<file path="src/rtl/sirv_gnrl_rdfifo_if.sv">
// Handshake bundle for sirv_gnrl_rdfifo: the producer side (i_*), the consumer side (o_*) and the occupancy count.
// DP and DW must match the parameters of the FIFO instance this bundle connects to.
interface sirv_gnrl_rdfifo_if #(
    parameter int DP = 4,
    parameter int DW = 32
);
    localparam int CW = $clog2(DP + 1);

    logic          i_vld;
    logic          i_rdy;
    logic [DW-1:0] i_dat;
    logic          o_vld;
    logic          o_rdy;
    logic [DW-1:0] o_dat;
    logic [CW-1:0] cnt;

    modport master (
        output i_vld, i_dat, o_rdy,
        input  i_rdy, o_vld, o_dat, cnt
    );

    modport slave (
        input  i_vld, i_dat, o_rdy,
        output i_rdy, o_vld, o_dat, cnt
    );
endinterface

</file>
<file path="src/rtl/sirv_gnrl_rdfifo.sv">
// Parameterized valid/ready FIFO with binary wrap-at-DP pointers and a registered occupancy count.
// Define SIRV_GNRL_RDFIFO_BYPASS_EN to let an entry pass combinationally through an empty FIFO.
module sirv_gnrl_rdfifo #(
    parameter int DP = 4,
    parameter int DW = 32
) (
    input  logic              clk,
    input  logic              rst_n,
    sirv_gnrl_rdfifo_if.slave bus
);
    localparam int            CW       = $clog2(DP + 1);
    localparam int            PW       = (DP > 1) ? $clog2(DP) : 1;
    localparam logic [CW-1:0] CNT_FULL = CW'(DP);
    localparam logic [PW-1:0] PTR_LAST = PW'(DP - 1);

    logic [PW-1:0] wptr_q, wptr_d;
    logic [PW-1:0] rptr_q, rptr_d;
    logic [CW-1:0] cnt_q, cnt_d;
    logic [DW-1:0] mem_q [DP];

    logic empty_s;
    logic full_s;
    logic byp_s;
    logic push_s;
    logic pop_s;

    // Handshake qualification; a bypassed entry is neither written nor popped from storage
    always_comb begin
        empty_s = (cnt_q == {CW{1'b0}});
        full_s  = (cnt_q == CNT_FULL);
`ifdef SIRV_GNRL_RDFIFO_BYPASS_EN
        byp_s   = empty_s & bus.i_vld & bus.o_rdy;
`else
        byp_s   = 1'b0;
`endif
        push_s  = bus.i_vld & ~full_s & ~byp_s;
        pop_s   = ~empty_s & bus.o_rdy;
    end

    // Next pointers and count
    always_comb begin
        wptr_d = wptr_q;
        rptr_d = rptr_q;
        cnt_d  = cnt_q;
        if (push_s) begin
            if (wptr_q == PTR_LAST) begin
                wptr_d = {PW{1'b0}};
            end else begin
                wptr_d = wptr_q + PW'(1'b1);
            end
        end else begin
            wptr_d = wptr_q;
        end
        if (pop_s) begin
            if (rptr_q == PTR_LAST) begin
                rptr_d = {PW{1'b0}};
            end else begin
                rptr_d = rptr_q + PW'(1'b1);
            end
        end else begin
            rptr_d = rptr_q;
        end
        case ({push_s, pop_s})
            2'b10:   cnt_d = cnt_q + CW'(1'b1);
            2'b01:   cnt_d = cnt_q - CW'(1'b1);
            default: cnt_d = cnt_q;
        endcase
    end

    // Control state register
    always_ff @(posedge clk or negedge rst_n) begin
        if (!rst_n) begin
            wptr_q <= {PW{1'b0}};
            rptr_q <= {PW{1'b0}};
            cnt_q  <= {CW{1'b0}};
        end else begin
            wptr_q <= wptr_d;
            rptr_q <= rptr_d;
            cnt_q  <= cnt_d;
        end
    end

    // Storage has no reset; stale entries are unreachable while the FIFO is empty
    always_ff @(posedge clk) begin
        if (push_s) begin
            mem_q[wptr_q] <= bus.i_dat;
        end
    end

    // Outputs: i_rdy and cnt come straight from registered state, never from o_rdy
    always_comb begin
        bus.i_rdy = ~full_s;
        bus.cnt   = cnt_q;
`ifdef SIRV_GNRL_RDFIFO_BYPASS_EN
        if (empty_s) begin
            bus.o_vld = bus.i_vld;
            bus.o_dat = bus.i_dat;
        end else begin
            bus.o_vld = 1'b1;
            bus.o_dat = mem_q[rptr_q];
        end
`else
        bus.o_vld = ~empty_s;
        bus.o_dat = mem_q[rptr_q];
`endif
    end
endmodule

</file>
<file path="src/flat_wrapper.sv">
// flat-port wrapper written by rule: the top's interface ports become plain ports
module sirv_gnrl_rdfifo_flat 
#(
    parameter int DP = 4,
    parameter int DW = 32
)
  (clk, rst_n, bus_i_vld, bus_i_dat, bus_o_rdy, bus_i_rdy, bus_o_vld, bus_o_dat, bus_cnt);
  sirv_gnrl_rdfifo_if #(.DP(DP), .DW(DW)) bus_i ();
  input  logic clk;
  input  logic rst_n;
  input wire logic [$bits(bus_i.i_vld)-1:0] bus_i_vld;
  input wire logic [$bits(bus_i.i_dat)-1:0] bus_i_dat;
  input wire logic [$bits(bus_i.o_rdy)-1:0] bus_o_rdy;
  output wire logic [$bits(bus_i.i_rdy)-1:0] bus_i_rdy;
  output wire logic [$bits(bus_i.o_vld)-1:0] bus_o_vld;
  output wire logic [$bits(bus_i.o_dat)-1:0] bus_o_dat;
  output wire logic [$bits(bus_i.cnt)-1:0] bus_cnt;
  assign bus_i.i_vld = bus_i_vld;
  assign bus_i.i_dat = bus_i_dat;
  assign bus_i.o_rdy = bus_o_rdy;
  assign bus_i_rdy = bus_i.i_rdy;
  assign bus_o_vld = bus_i.o_vld;
  assign bus_o_dat = bus_i.o_dat;
  assign bus_cnt = bus_i.cnt;
  sirv_gnrl_rdfifo #(.DP(DP), .DW(DW)) u_core (.clk(clk), .rst_n(rst_n), .bus(bus_i));
endmodule
</file>
<file path="config.mk">
export PLATFORM = sky130hd
export DESIGN_NAME = sirv_gnrl_rdfifo_flat
export DESIGN_NICKNAME = d
export VERILOG_FILES = /design/src/rtl/sirv_gnrl_rdfifo_if.sv /design/src/rtl/sirv_gnrl_rdfifo.sv /design/src/flat_wrapper.sv
export SDC_FILE = /design/constraint.sdc
export NUM_CORES = 1
export LEC_CHECK = 0
export CORE_ASPECT_RATIO = 0.7
export CORE_MARGIN = 4
export CORE_UTILIZATION = 45
export CTS_BUF_LIST = sky130_fd_sc_hd__clkbuf_4 sky130_fd_sc_hd__clkbuf_8
export DETAILED_ROUTE_END_ITERATION = 7
export PLACE_DENSITY_LB_ADDON = 0.12
export SYNTH_ARGS = -nofsm -noshare
export SYNTH_HDL_FRONTEND = slang
export SYNTH_SLANG_ARGS = --single-unit
</file>
<file path="constraint.sdc">
create_clock -name clk -period 2.2 [get_ports clk]
set_input_delay 0.33 -clock clk [delete_from_list [all_inputs] [get_ports clk]]
set_output_delay 0.33 -clock clk [all_outputs]
set_load 0.02 [all_outputs]
</file>
* Word-level counts from Yosys, hierarchy flattened
Memories as Yosys holds them, arrays and structs flattened.
Cells that the tools add are included.
** Storage, ports and cells
- Bits of input ports :: 36
- ROM bits :: 0
- Flip-flop bits (word level) :: 7
- Bits in writable memories :: 128
- Memories kept :: 1
- Logic and storage cells :: 24
- Latch bits :: 0
- Output and inout bits :: 37
** Memory list
- u_core.mem_q :: depth 4, bits a word 32, rd ports 1, clocked after Yosys merged registers in 0, wr ports 1, line sirv_gnrl_rdfifo.sv:19 : logic [DW-1:0] mem_q [DP];
** Cells by class
- Add/sub/neg operators :: 4
- $lt $le $gt $ge :: 0
- Shifts and indexed selects :: 0
- Reduce and logical (&&, ||, !) cells :: 2
- Bitwise operators :: 4
- Div/mod/pow operators :: 0
- Equality and inequality tests :: 5
- Multiplexer cells :: 5
- Multiply operators :: 0
** Operators by type and width (count)
- 2-bit == test (second input constant) :: 3
- 3-bit one-hot mux with 2 select lines :: 1
- 2-bit by 1-bit adder with 2-bit output (second input constant) :: 2
- 2-bit 2-to-1 mux :: 2
- 3-bit by 1-bit adder with 3-bit output (second input constant) :: 1
- 3-bit == test (second input constant) :: 1
- 3-bit zero test :: 1
- 3-bit by 1-bit subtractor with 3-bit output (second input constant) :: 1
- 1-bit AND :: 2
- 2-bit by 1-bit == test with 1-bit output (second input constant) :: 1
- 1-bit 2-to-1 mux :: 2
- 1-bit NOT :: 2
- 2-bit nonzero test :: 1

* Logic depth before layout (Yosys ltp)
- Word-level depth :: 5
- Gate-level depth with buffers :: 9
- Mapped depth without buffers :: 9

* Worst setup path before layout
OpenSTA, ideal clock, no wires.
- Path type :: reg-to-reg
- Start point :: register u_core.cnt_q[0], in the netlist u_core.bus.cnt[0]
- End point :: register u_core.cnt_q[2], in the netlist u_core.bus.cnt[2]
- Library setup time :: 80 ps
- Cell stages (with the launch flop) :: 10
- Arrival :: 2141 ps
- Setup slack :: -21 ps
- Period minus slack after synthesis :: 2221 ps
- Buffers on the path :: 0
- Required time :: 2120 ps
- Cells stage by stage :: dfrtp_1 > or3b_4 > and2_4 > inv_1 > ha_1 > inv_1 > fa_1 > xor2_1 > nor2_1 > xor2_1
** Between the ends
- Cells in the longest elaborated chain, start to end :: 5
- Elaborated cells on any way between the ends :: 12
- Classes of those cells :: 2 x add/sub; 3 x eq/ne; 1 x mux; 4 x bitwise; 2 x reduce/logical
** RTL lines
- start: declaration :: line sirv_gnrl_rdfifo.sv:18 : logic [CW-1:0] cnt_q, cnt_d;
- start signal: assignment :: line sirv_gnrl_rdfifo.sv:75 : cnt_q <= {CW{1'b0}};
- start signal: assignment :: line sirv_gnrl_rdfifo.sv:79 : cnt_q <= cnt_d;
- 3-bit == test * :: line sirv_gnrl_rdfifo.sv:30 : full_s = (cnt_q == CNT_FULL);
- 1-bit NOT *
- net bus_i_rdy :: line flat_wrapper.sv:14 : output wire logic [$bits(bus_i.i_rdy)-1:0] bus_i_rdy;
- 1-bit AND * :: line sirv_gnrl_rdfifo.sv:36 : push_s = bus.i_vld & ~full_s & ~byp_s;
- 2-bit by 1-bit == test with 1-bit output / 2-bit == test (equally long branches) :: line sirv_gnrl_rdfifo.sv:63 : case ({push_s, pop_s})
- 3-bit one-hot mux with 2 select lines / 2-bit nonzero test (equally long branches)
Mark *: on every way through the listed nets, which the timed path passes. The rest lies on a longest branch.
A chain may end at the register's enable or synchronous reset.

* Final worst setup path
- Start point :: register u_core.rptr_q[0]
- End point :: output bus_o_dat[31]
** Between the ends
- Cells in the longest elaborated chain, start to end :: 1
** RTL lines
- start: declaration :: line sirv_gnrl_rdfifo.sv:17 : logic [PW-1:0] rptr_q, rptr_d;
- start signal: assignment :: line sirv_gnrl_rdfifo.sv:74 : rptr_q <= {PW{1'b0}};
- start signal: assignment :: line sirv_gnrl_rdfifo.sv:78 : rptr_q <= rptr_d;
- memory read 4 x 32 bit
- end: declaration :: line flat_wrapper.sv:16 : output wire logic [$bits(bus_i.o_dat)-1:0] bus_o_dat;
No other way between the ends.

==> qor.yml <==
outcome:
  status: "finished, final reports clean"
route:
  viasPerCell: 4.88
  drtAntennaViolNets: 0
  routed_wl_mm: 9.14
  route.detailed.drc: 0
  vias: 2359
  drt-pass1-iter-count: 4
  first_iter_violations: 108
  routedWlPerCell_um: 18.9
worst_setup_path:
  slowest_delay_ns: 0.51
  cp_num_buf_inv: 3
  cpLargestDelayFamily: "multiplexers"
  required_ns: 1.87
  path_class: "flip-flop to output pin"
  startpoint_type: "flip-flop"
  cp-end-kind: "output pin"
  slowest_stage: "mux4_2"
  crit_chain: "buf_6, clkbuf_16, mux4_2, buf_4"
  cp_data_arrival_time_ns: 1.80
  worstPathMaxFanout: 8
floorplan:
  fp.dieW_um: 135
  ios: 73
  die_height_um: 96.8
  row_count: 32
  dieArea_um2: 13100
  initial_utilization_pct: 46.0
  core_um2: 11000
sta:
  worstMarginPinSlew_ns: 0.359
  max_slew_margin_pct: 76.0
  finalSetupViolCount: 0
  worst_slack_ns: 0.0734
  fin_skew_ns: 0.00538
  min_period_ns: 2.13
  timing.final.hold_violations: 0
  clock.fmax_mhz: 470
  rsz0062_at_grt: "yes"
  slew_viol_final: 0
  finalCritPeriodShare_pct: 96.7
placement:
  dp_slack_ns: 0.0642
  dpl_cell_area_um2: 6080
  port_buffers: 72
  place_hpwl_mm: 5.65
  gp_congestion: 0.720
finish:
  layout-drive-gt1-share_pct: 41.5
  fin_area_um2: 6510
  antenna_cells: 0
  nNetsFinal: 361
  utilization_pct: 59.1
  area_delta_synth_final_pct: 28.5
  most-common-layout-cells: "128 x edfxtp_1, 38 x clkdlybuf4s50_1, 32 x mux4_2, 29 x buf_2, 21 x buf_4"
  final_common_cell: "edfxtp_1"
clock_network:
  clk_pin_slew_ns: 0.07
  holdBufCountCts: 0
  h-tree-depth: 4
  clock-sinks: 135
  clk_path_buf_depth: 2
  clock_latency_ns: 0.41
  tritoncts: "done"
  clockRootBuffer: "clkbuf_8"
  cts_buffers: 17
synthesis:
  synth_edf_count: 128
  syn_nets: 251
  yosys_most_used_dff: "edfxtp_1"
  netlist_instances: 208
  yosysSeqAreaShare_pct: 79.3
  synth_area_per_cell_um2: 24.4
  synth.distinct_cells: 20
  synthArstFlopShare_pct: 5.19
  yosysWarnings: 0
  synth_seq_cells: 135
  syn-cell-area_um2: 5070
pwr:
  power.density_nw_per_um2: 1390
  vdd_ir_drop_max_mv: 0.687
  leakage_uw: 0.00228
min_path:
  hp-class: "input pin to asynchronous set/reset pin"
grt:
  grt_pass1_vias: 2607
  grt_pass1_wl_mm: 14.4
  antenna_found_initial: 0
  grt_start_max_net_pins: 22
  track_usage_pct: 14.8
  overflow: 0
run:
  cap_viol_max_count: 0
==> kinds of logic (layout without fill, tap and decap cells) <==
| logic type | Yosys count | count (layout) | share of synthesized area (%) |
|---|---|---|---|
| xor+xnor | 3 | 3 | 0.519 |
| fa+ha+maj | 7 | 7 | 1.88 |
| buf+inv | 15 | 137 | 1.41 |
| flops | 135 | 135 | 79.3 |
| mux | 37 | 37 | 15.5 |
| simple gates | 11 | 11 | 1.43 |
==> synth_stat cells (all sizes together), types with 2 or more instances <==
cell / instances / area [um2]
and3: 4 / 30.0
buf: 6 / 37.5
clkbuf: 2 / 7.51
dfrtp: 7 / 175
edfxtp: 128 / 3840
ha: 6 / 75.1
inv: 7 / 26.3
mux2: 4 / 52.6
mux4: 32 / 721
nor2: 3 / 11.3
xor2: 2 / 17.5
==> registers in the layout (all words and copies together), names as in the netlist <==
name / cells
u_core.bus.cnt: 3
u_core.mem_q: 128
u_core.wptr_q: 2
u_core.rptr_q: 2
==> cell type report <==
class | instances | area [um2]
Fill cell | 820 | 4500
Sequential cell | 135 | 4020
Multi-Input combinational cell | 58 | 985
Timing Repair Buffer | 99 | 870
Clock buffer | 17 | 234
Tap cell | 153 | 191
Clock inverter | 14 | 184
Inverter | 7 | 26.3
==> worst paths after layout <==
path                            slack (ns)                            end  cells past startpoint                     startpoint
worst min-delay path                  0.19   u_core.wptr_q[0]$_DFFE_PN0P_                      1                          rst_n
max in group asynchronous             1.73   u_core.rptr_q[0]$_DFFE_PN0P_                      1                          rst_n
worst max register to register        0.08  u_core.bus.cnt[2]$_DFFE_PN0P_                      9  u_core.bus.cnt[1]$_DFFE_PN0P_
min in group clk                      0.49  u_core.bus.cnt[2]$_DFFE_PN0P_                      1  u_core.bus.cnt[2]$_DFFE_PN0P_
worst max-delay path                  0.07                  bus_o_dat[31]                      4   u_core.rptr_q[0]$_DFFE_PN0P_
worst min register to register        0.49  u_core.bus.cnt[2]$_DFFE_PN0P_                      1  u_core.bus.cnt[2]$_DFFE_PN0P_
==> power by group <==
group / leakage [uW] / switching, uW / total (uW) / internal [uW]
clock network: 0.000206 / 908 / 2130 / 1220
registers: 0.00125 / 150 / 3560 / 3410
logic: 0.000824 / 1750 / 3360 / 1620
total: 0.00228 / 2800 / 9050 / 6250
==> layer usage <==
metal  up-vias  routed length [um]  GRT usage (%)
li1       1083                   -              -
met2        57                4490           23.3
met1      1210                4100           19.6
met5         -                   0              0
met4         0                  79           4.46
met3         9                 476           5.41
==> metrics by stage <==
stage	hold slack [ns]	total power, uW	std cells	setup TNS (ns)
after detailed placement	0.482	7140	439	0
after global placement	0.477	7110	439	0
after global routing	0.188	9550	483	-0.0668
after CTS	0.180	8960	470	-0.0518
final	0.192	9050	483	0
after floorplan	0.0344	5610	208	0
==> worst register-to-register path: cells and delay by family, from the launching register on <==
kind | cells | cell delay (ns)
xor gates and xnor gates | 2 | 0.29
DFF | 1 | 0.40
buffers and inverters | 2 | 0.11
and+or+nand+nor | 3 | 0.73
adders and majority gates | 2 | 0.50
==> repair_timing <==
item / in CTS / in global routing
setup endpoints to repair: 33 / 11
gates cloned: 0 / 2
gates resized for setup: 121 / 13
pin swaps: 0 / 2
setup buffers: 0 / 11
(Power assumes the default switching activity.)
